===== src/rtl/dmem_hs_if.sv =====
// Request/response bundle between the MEM stage (master) and dmem_hs (slave).
// Master holds req and the request fields until it sees ready; completion is a one-cycle rvalid.
interface dmem_hs_if #(
  parameter int DATA_W = 16,
  parameter int ADDR_W = 8
);
  logic                  req;
  logic                  we;
  logic [ADDR_W-1:0]     addr;
  logic [DATA_W-1:0]     wdata;
  logic [DATA_W/8-1:0]   be;
  logic                  ready;
  logic                  rvalid;
  logic [DATA_W-1:0]     rdata;
  logic                  err;

  modport master (
    output req, we, addr, wdata, be,
    input  ready, rvalid, rdata, err
  );

  modport slave (
    input  req, we, addr, wdata, be,
    output ready, rvalid, rdata, err
  );
endinterface


===== src/rtl/dmem_hs.sv =====
// Byte-enabled data memory with req/ready/rvalid handshake; access LATENCY edges after accept, rvalid the cycle after.
// Backpressure: ready drops for LATENCY cycles per accepted request; requests are not queued.
module dmem_hs #(
  parameter int DATA_W  = 16,
  parameter int ADDR_W  = 8,
  parameter int DEPTH   = 256,
  parameter int LATENCY = 1
) (
  input  logic       clock,
  input  logic       reset_n,
  dmem_hs_if.slave   bus
);

  localparam int BE_W = DATA_W / 8;
  localparam logic [ADDR_W:0] DEPTH_L = (ADDR_W+1)'(DEPTH);

  typedef enum logic {IDLE = 1'b0, WAIT = 1'b1} state_t;

  state_t              state, state_nxt;
  logic [3:0]          cnt, cnt_nxt;
  logic                we_q;
  logic [ADDR_W-1:0]   addr_q;
  logic [DATA_W-1:0]   wdata_q;
  logic [BE_W-1:0]     be_q;

  logic                accept;
  logic                do_access;
  logic                acc_we;
  logic [ADDR_W-1:0]   acc_addr;
  logic [DATA_W-1:0]   acc_wdata;
  logic [BE_W-1:0]     acc_be;
  logic                in_range;

  logic [DATA_W-1:0]   mem [DEPTH];

  assign bus.ready = (state == IDLE);
  // reset_n gating keeps a zero-latency request from writing memory while reset is held
  assign accept    = bus.req && bus.ready && reset_n;
  assign in_range  = ({1'b0, acc_addr} < DEPTH_L);

  always_comb begin
    state_nxt = state;
    cnt_nxt   = cnt;
    do_access = 1'b0;
    acc_we    = we_q;
    acc_addr  = addr_q;
    acc_wdata = wdata_q;
    acc_be    = be_q;
    case (state)
      IDLE: begin
        if (accept) begin
          if (LATENCY == 0) begin
            do_access = 1'b1;
            acc_we    = bus.we;
            acc_addr  = bus.addr;
            acc_wdata = bus.wdata;
            acc_be    = bus.be;
          end else begin
            cnt_nxt   = 4'(LATENCY - 1);
            state_nxt = WAIT;
          end
        end
      end
      WAIT: begin
        if (cnt == 4'd0) begin
          do_access = 1'b1;
          state_nxt = IDLE;
        end else begin
          cnt_nxt = cnt - 4'd1;
        end
      end
      default: state_nxt = IDLE;
    endcase
  end

  always_ff @(posedge clock or negedge reset_n) begin
    if (!reset_n) begin
      state      <= IDLE;
      cnt        <= 4'd0;
      we_q       <= 1'b0;
      addr_q     <= '0;
      wdata_q    <= '0;
      be_q       <= '0;
      bus.rvalid <= 1'b0;
      bus.rdata  <= '0;
      bus.err    <= 1'b0;
    end else begin
      state      <= state_nxt;
      cnt        <= cnt_nxt;
      bus.rvalid <= do_access;
      if (accept) begin
        we_q    <= bus.we;
        addr_q  <= bus.addr;
        wdata_q <= bus.wdata;
        be_q    <= bus.be;
      end
      if (do_access) begin
        bus.err   <= !in_range;
        bus.rdata <= (!acc_we && in_range) ? mem[acc_addr] : '0;
      end
    end
  end

  always_ff @(posedge clock) begin
    if (do_access && acc_we && in_range) begin
      for (int i = 0; i < BE_W; i++) begin
        if (acc_be[i]) mem[acc_addr][8*i +: 8] <= acc_wdata[8*i +: 8];
      end
    end
  end

endmodule


===== src/flat_wrapper.sv =====
// flat-port wrapper written by rule: the top's interface ports become plain ports
module dmem_hs_flat 
#(
  parameter int DATA_W  = 16,
  parameter int ADDR_W  = 8,
  parameter int DEPTH   = 256,
  parameter int LATENCY = 1
)
  (clock, reset_n, bus_req, bus_we, bus_addr, bus_wdata, bus_be, bus_ready, bus_rvalid, bus_rdata, bus_err);
  dmem_hs_if #(.DATA_W(DATA_W), .ADDR_W(ADDR_W)) bus_i ();
  input  logic clock;
  input  logic reset_n;
  input wire logic [$bits(bus_i.req)-1:0] bus_req;
  input wire logic [$bits(bus_i.we)-1:0] bus_we;
  input wire logic [$bits(bus_i.addr)-1:0] bus_addr;
  input wire logic [$bits(bus_i.wdata)-1:0] bus_wdata;
  input wire logic [$bits(bus_i.be)-1:0] bus_be;
  output wire logic [$bits(bus_i.ready)-1:0] bus_ready;
  output wire logic [$bits(bus_i.rvalid)-1:0] bus_rvalid;
  output wire logic [$bits(bus_i.rdata)-1:0] bus_rdata;
  output wire logic [$bits(bus_i.err)-1:0] bus_err;
  assign bus_i.req = bus_req;
  assign bus_i.we = bus_we;
  assign bus_i.addr = bus_addr;
  assign bus_i.wdata = bus_wdata;
  assign bus_i.be = bus_be;
  assign bus_ready = bus_i.ready;
  assign bus_rvalid = bus_i.rvalid;
  assign bus_rdata = bus_i.rdata;
  assign bus_err = bus_i.err;
  dmem_hs #(.DATA_W(DATA_W), .ADDR_W(ADDR_W), .DEPTH(DEPTH), .LATENCY(LATENCY)) u_core (.clock(clock), .reset_n(reset_n), .bus(bus_i));
endmodule

===== config.mk =====
export PLATFORM = sky130hd
export DESIGN_NAME = dmem_hs_flat
export DESIGN_NICKNAME = d
export VERILOG_FILES = /design/src/rtl/dmem_hs_if.sv /design/src/rtl/dmem_hs.sv /design/src/flat_wrapper.sv
export SDC_FILE = /design/constraint.sdc
export NUM_CORES = 2
export LEC_CHECK = 0
export BUFFER_PORTS_ARGS = -buffer_cell sky130_fd_sc_hd__buf_2
export CAP_MARGIN = 30
export CORE_AREA = 2 2 423 740
export CTS_CLUSTER_SIZE = 10
export DETAILED_ROUTE_END_ITERATION = 8
export DIE_AREA = 0 0 425 742
export PLACE_DENSITY_LB_ADDON = 0.25
export SLEW_MARGIN = 5
export SYNTH_ARGS = -nofsm -noshare
export SYNTH_HDL_FRONTEND = slang
export SYNTH_SLANG_ARGS = --single-unit

===== constraint.sdc =====
create_clock -name clock -period 4.2 [get_ports clock]
set_input_delay 0.21 -clock clock [delete_from_list [all_inputs] [get_ports clock]]
set_output_delay 0.21 -clock clock [all_outputs]
set_load 0.1 [all_outputs]

==> Word-level counts from Yosys, hierarchy flattened <==
Memories as Yosys holds them, arrays and structs flattened.
Index checks and enable logic that the tools add are counted.
{ "op_classes": {"mux": 15, "n_addsub": 1, "eq_ne": 2, "bitwise": 1, "reduce_logical": 5} }
{ "op_table": {"columns": ["op", "n"], "rows": [
  ["16-bit two-way mux", 1],
  ["1-bit two-way mux", 10],
  ["4-bit two-way mux", 2],
  ["4-bit case mux with 2 select lines", 1],
  ["4-bit zero test", 1],
  ["2-bit inequality test, second input constant", 2],
  ["4-bit by 1-bit subtractor with 4-bit output, second input constant", 1],
  ["1-bit logical AND", 3],
  ["1-bit case mux with 2 select lines", 1],
  ["2-bit AND reduction", 1],
  ["1-bit inverter", 1]
]} }
{ "totals": {"ramBits": 4096, "mem_count": 1, "register_bits": 49} }
{ "memory_table": {"columns": ["name", "depth", "word_bits", "rd", "rd_clocked_by_memory_dff", "write_ports", "line", "rtl"], "rows": [
  ["u_core.mem", 256, 16, 1, 0, 1, "dmem_hs.sv:34", "logic [DATA_W-1:0] mem [DEPTH];"]
]} }

==> Longest topological paths before layout <==
{ "logic_depth": {"word_depth": 6, "depth_mapped": 12, "mapped_depth_nobuf": 8} }

==> Worst setup path before layout <==
Ideal clock, no wire load.
{ "synth_path": {"path_kind": "flip-flop to flip-flop", "startpoint": "register u_core.wdata_q[0], in the netlist u_core.acc_wdata[0]", "endpoint": "memory u_core.mem[0][0] (data pin)", "setup_slack_ns": 0.218, "setup_time_ns": 0.803, "required_ns": 3.397, "period_less_slack_ns": 3.982, "n_path_buf": 0, "arrival_ns": 3.179, "path_stages_with_launch": 1, "path_cell_list": "dfrtp_1"} }
{ "synth_rtl": {"columns": ["element", "line", "rtl"], "rows": [
  ["from (decl)", "dmem_hs.sv:23", "logic [DATA_W-1:0] wdata_q;"],
  ["from (signal assigned)", "dmem_hs.sv:94", "wdata_q <= bus.wdata;"],
  ["to (decl)", "dmem_hs.sv:34", null]
]} }
Straight into the memory's write port.

==> Worst setup path after layout <==
{ "layout_path": {"startpoint": "register u_core.addr_q[1], in the netlist u_core.acc_addr[1]", "endpoint": "register u_core.bus.rdata[2]"} }
{ "layout_via": {"elab_chain_cells": 2} }
{ "layout_rtl": {"columns": ["element", "line", "rtl"], "rows": [
  ["from (decl)", "dmem_hs.sv:22", "logic [ADDR_W-1:0] addr_q;"],
  ["from (signal assigned)", "dmem_hs.sv:93", "addr_q <= bus.addr;"],
  ["memory read 256 x 16 bit", null, null],
  ["16-bit two-way mux", "dmem_hs.sv:99", "bus.rdata <= (!acc_we && in_range) ? mem[acc_addr] : '0;"],
  ["to (signal assigned)", "dmem_hs.sv:99", null],
  ["to (decl)", "dmem_hs_if.sv:24", "output ready, rvalid, rdata, err"]
]} }
No other way between the ends.
A chain may end at the register's enable or synchronous reset.

==> summary by stage <==
Routing
Before antenna repair, the detailed router went through 5 iterations. The number of vias per cell after detailed routing is 6.332. The first-iteration detailed-routing DRC count is ~8000. The DRC violations left is 0. The count of nets left with antenna violations after detail routing is 0. The routed wire length is roughly 420000 um. Dividing the detail-routed wire length by the instance count gives 32.81 um. Summing over every cut layer, the via total after detailed routing is about 80000.

Clock network
The tree is rooted in a sky130_fd_sc_hd__clkbuf_16. The number of setup buffers added after CTS is 0. The number of sinks driven by the clock tree is just over 4000.

The clock tree from TritonCTS is built. The number of buffers between clock root and the deepest sink is 4. The number of buffers inserted during clock tree synthesis is 456. The clock-pin slew on the worst setup and hold paths is 0.06 ns. Clock latency on the worst-skew pair, taken at its later pin, is between 0.9 and 1 ns.

The H-tree generated during clock tree synthesis spans 5 levels.

Timing
The final max-slew violation count is 0. The worst pin sits at a relative slew slack of 0.2908. The timing-limited maximum frequency is between 200 and 250 MHz.

The final setup violation count is 0. The total negative setup slack is 0 ns. After layout, the minimum clock period comes to between 4 and 5 ns. The count of final hold-check violations is 0.

Setup repair after global routing left no endpoint under its margin. The maximum clock skew at final layout is ~0.055 ns. The final clock period utilization by the worst path is 0.9863. The transition time of the tightest slew-check pin is ~1.1 ns.

Placed design
During placement, the flow inserted port buffers numbering 47. The HPWL reported at the end of detailed placement is roughly 260000 um. The placer congestion estimate is a little under 0.9. The total placed instance area is 167900 sq um.

Worst setup path
Among the stages of the critical path, the cell type that occurs most often is sky130_fd_sc_hd__buf_12. The setup check on the worst reg-to-reg path leaves a slack of around 0.057 ns. The signal on the critical path passes through buf_12 -> buf_12 -> buf_4 -> mux4_2 -> o211ai_1 -> nand4_1 -> nor4_1 -> buf_2 -> o31ai_1. The top fanout value on the critical path is 50.

The endpoint kind of the worst setup timing path is a register. The endpoint of the worst-slack reg-to-reg timing path is u_core.bus.rdata[2]. The largest incremental delay on the critical path is between 0.8 and 0.9 ns. The worst register-to-register path begins at u_core.acc_addr[1]. The launching element type of the critical path is a register. Data on the critical path is required at its endpoint by roughly 5.0 ns. The slowest library cell on the worst path is sky130_fd_sc_hd__dfrtp_4. For the worst setup path, the data arrival time is about 4.9 ns. Counting cells, the worst reg-to-reg path comes to 9.

The worst setup path category is register to register.

Die
The effective utilization at floorplan is 0.5179. The region available for standard cell placement spans between 300000 and 400000 sq um. The count of pins on the block boundary is 49. The die boundary width is 425 um.

From bottom edge to top edge, the die measures roughly 740 um. The initialized floorplan defines 271 standard-cell rows. The die area is roughly 320000 sq um.

Power
The fraction of power consumed by combinational cells is 0.139. The maximum ir drop on the vdd rail is between 400 and 500 uV. The switching fraction of total power is 0.2532. The internal portion of the total power is between 70 and 80 mW. The share of total power dissipated in sequential elements is 0.500.

The switching power summed over all nets is 24.35 mW. The part of the power in the clock network is 0.361. The static leakage is 57.67 nW. In this run the power density over the cells is between 500 and 600 nW/um^2.

Status
The run finished with clean final reports.

Synthesis
Counting every instance in the synthesized netlist gives 7969. The share of synthesized area occupied by flip-flops and latches is 0.7740. The synthesized area per cell is between 20 and 25 sq um.

The number of distinct standard cells referenced by the synthesized netlist is 50. The flop and latch count out of synthesis is between 4000 and 5000. When the netlist entered floorplanning its net count stood at 8000.

In the synthesized netlist the async set-or-reset flop fraction comes to 0.01182. For this run, the number of Yosys warnings is 0. The top flip-flop cell by instance count after synthesis is sky130_fd_sc_hd__edfxtp_1. The synthesized netlist occupies a cell area of ~160000 sq um.

Counting flops with a built-in enable in the synthesized netlist gives 4096.

Finish
The fraction of layout instances using a drive strength above 1 is 0.2080. The net count of the finished layout is approximately 8400. The filler cell count is 22230. The synthesis-to-finish area growth is 12.60%. Summing all non-filler instances in the final layout gives an area of between 150000 and 200000 sq um.

Hold path
The classification of the worst-slack hold path is primary input to register. For hold timing, the worst endpoint is u_core.acc_be[1]. The worst hold path was traced through 3 stages. The worst min-delay path startpoint is bus_be[1].

GRT
The remaining global-route overflow is 0. The wire length of the first global-routing pass is 590400 um. Entering global routing, the biggest net connects approximately 160 pins. The initial antenna violation count is 12.

Across every metal layer, demand over resource in global routing totals 0.2604. The number of global-route vias before repair was between 80000 and 90000.

Run
Across the run, the number of max-cap violations was 0.
[layout by cell type, fill, tap and decap left out, drive strengths merged, types with 20 or more instances in the layout]
master       netlist  final
a21oi             66     66
a221oi            79     79
a22o              32     32
a22oi            174    174
a31oi             64     64
and3              80     80
buf              249    469
clkbuf           281    613
dfrtp             49     49
diode              0     23
dlygate4sd3        0     31
edfxtp          4096   4096
mux2              44     44
mux2i            704    704
mux4             720    720
nand2            131    131
nand3            186    186
nand4             20     20
nor2             522    522
nor4              51     51
o211ai            46     46
o21ai             98     98
o22ai            128    128
[metrics by stage]
step	std cells	total power, mW	utilization	hold WS [ns]	worst slack [ns]
after CTS	12660	96.59	0.5827	0.003276	0.07993
after floorplan	7969	57.02	-	-0.08559	0.2177
after global routing	12680	98.55	0.5831	0.05047	0.04281
after detailed placement	12000	62.28	0.5419	0.1981	-0.07932
final	12680	96.15	0.5832	0.05375	0.05736
after global placement	11990	61.95	0.5415	0.1892	-0.3152
[cells in the mapped netlist (all sizes together), types with 6 or more instances]
cell	instances	area, sq um
nor2	522	1959
buf	249	1345
a221oi	79	691.9
and3	80	500.5
o22ai	128	800.8
nand2	131	491.7
mux2	44	495.5
o211ai	46	345.3
inv	6	22.52
edfxtp	4096	123000
mux2i	704	7047
nor4	51	319.1
nor2b	9	56.30
a21boi	16	120.1
o21ai	98	490.5
a21o	17	127.6
a22oi	174	1306
and4	17	148.9
o31ai	16	120.1
a21oi	66	330.3
nand3	186	930.9
mux4	720	16220
a22o	32	280.3
o2111ai	16	140.1
a2111oi	16	140.1
dfrtp	49	1226
nand4	20	125.1
a31oi	64	400.4
clkbuf	281	1055
[cells by family (layout without fill, tap and decap cells)]
kind of cell    after synthesis  after routing  synth area share
other cells                   1             24        0.00002336
buf+inv                     536           1130           0.01509
fa+ha+maj                     1              1        0.00007794
simple gates               1047           1047           0.02969
flops                      4145           4145            0.7740
mux                        1468           1468            0.1480
compound gates              769            769           0.03304
xor+xnor                      2              2         0.0001092
[area by class of cell]
class                   instances  area, sq um  share of cell area
inverters                       6        22.52           0.0001246
well taps                    4095         5124             0.02835
flip-flops and latches       4145       124300              0.6878
multi-input cells            3288        34060              0.1885
diodes                         23        57.56           0.0003185
clock inverters                11        125.1           0.0006923
repair buffers                500         4847             0.02682
clock buffers                 613        12190             0.06746
[timing repair]
action	4_1_cts	5_1_grt
setup endpoints to repair	1	2
hold buffers	32	0
endpoints found under the hold margin	81	0
gates resized for setup	1	2
cloned	0	0
[worst max path at each step]
stage | start | end | slack (ns) | cells past startpoint
4_1_cts | u_core.acc_addr[1] | u_core.bus.rdata[14] | 0.08 | 9
5_1_grt | u_core.acc_addr[1] | u_core.bus.rdata[2] | 0.04 | 9
6_report | u_core.acc_addr[1] | u_core.bus.rdata[2] | 0.06 | 9
3_3_place_gp | u_core.acc_addr[1] | u_core.bus.rdata[2] | -0.32 | 8
3_5_place_dp | u_core.acc_addr[1] | u_core.bus.rdata[3] | -0.08 | 7
2_1_floorplan | u_core.acc_wdata[0] | u_core.mem[0][0] | 0.22 | 0
[registers in the layout, indices dropped and copies added, names as in the netlist, 2 cells and up]
register,count
u_core.cnt,4
u_core.acc_be,2
u_core.mem,4096
u_core.acc_wdata,16
u_core.bus.rdata,16
u_core.acc_addr,8
[critical path, delay by kind of cell (launching register included)]
kind | cells | cell delay (ns)
buffers and inverters | 4 | 1.20
AO/OA/AOI/OAI | 2 | 0.48
flip-flops | 1 | 0.81
multiplexers | 1 | 0.56
AND/OR/NAND/NOR | 2 | 0.80
[metal layers]
metal / up-vias / part of all wire / track usage
met5: - / 0.000019 / 0
met4: 2 / 0.051 / 0.1225
li1: 33590 / - / -
met1: 42670 / 0.35 / 0.3002
met3: 753 / 0.058 / 0.03272
met2: 3283 / 0.55 / 0.4786
[power by group through the flow]
| stage | logic (mW) | registers, mW | clock network [mW] |
|---|---|---|---|
| 6_report | 13.3 | 48.1 | 34.7 |
| 5_1_grt | 13.9 | 48.1 | 36.5 |
| 4_1_cts | 13.3 | 48.1 | 35.1 |
| 3_5_place_dp | 13.3 | 49.0 | 0 |
| 3_3_place_gp | 13.0 | 49.0 | 0 |
| 2_1_floorplan | 6.89 | 50.1 | 0 |
(Power assumes the default switching activity.)
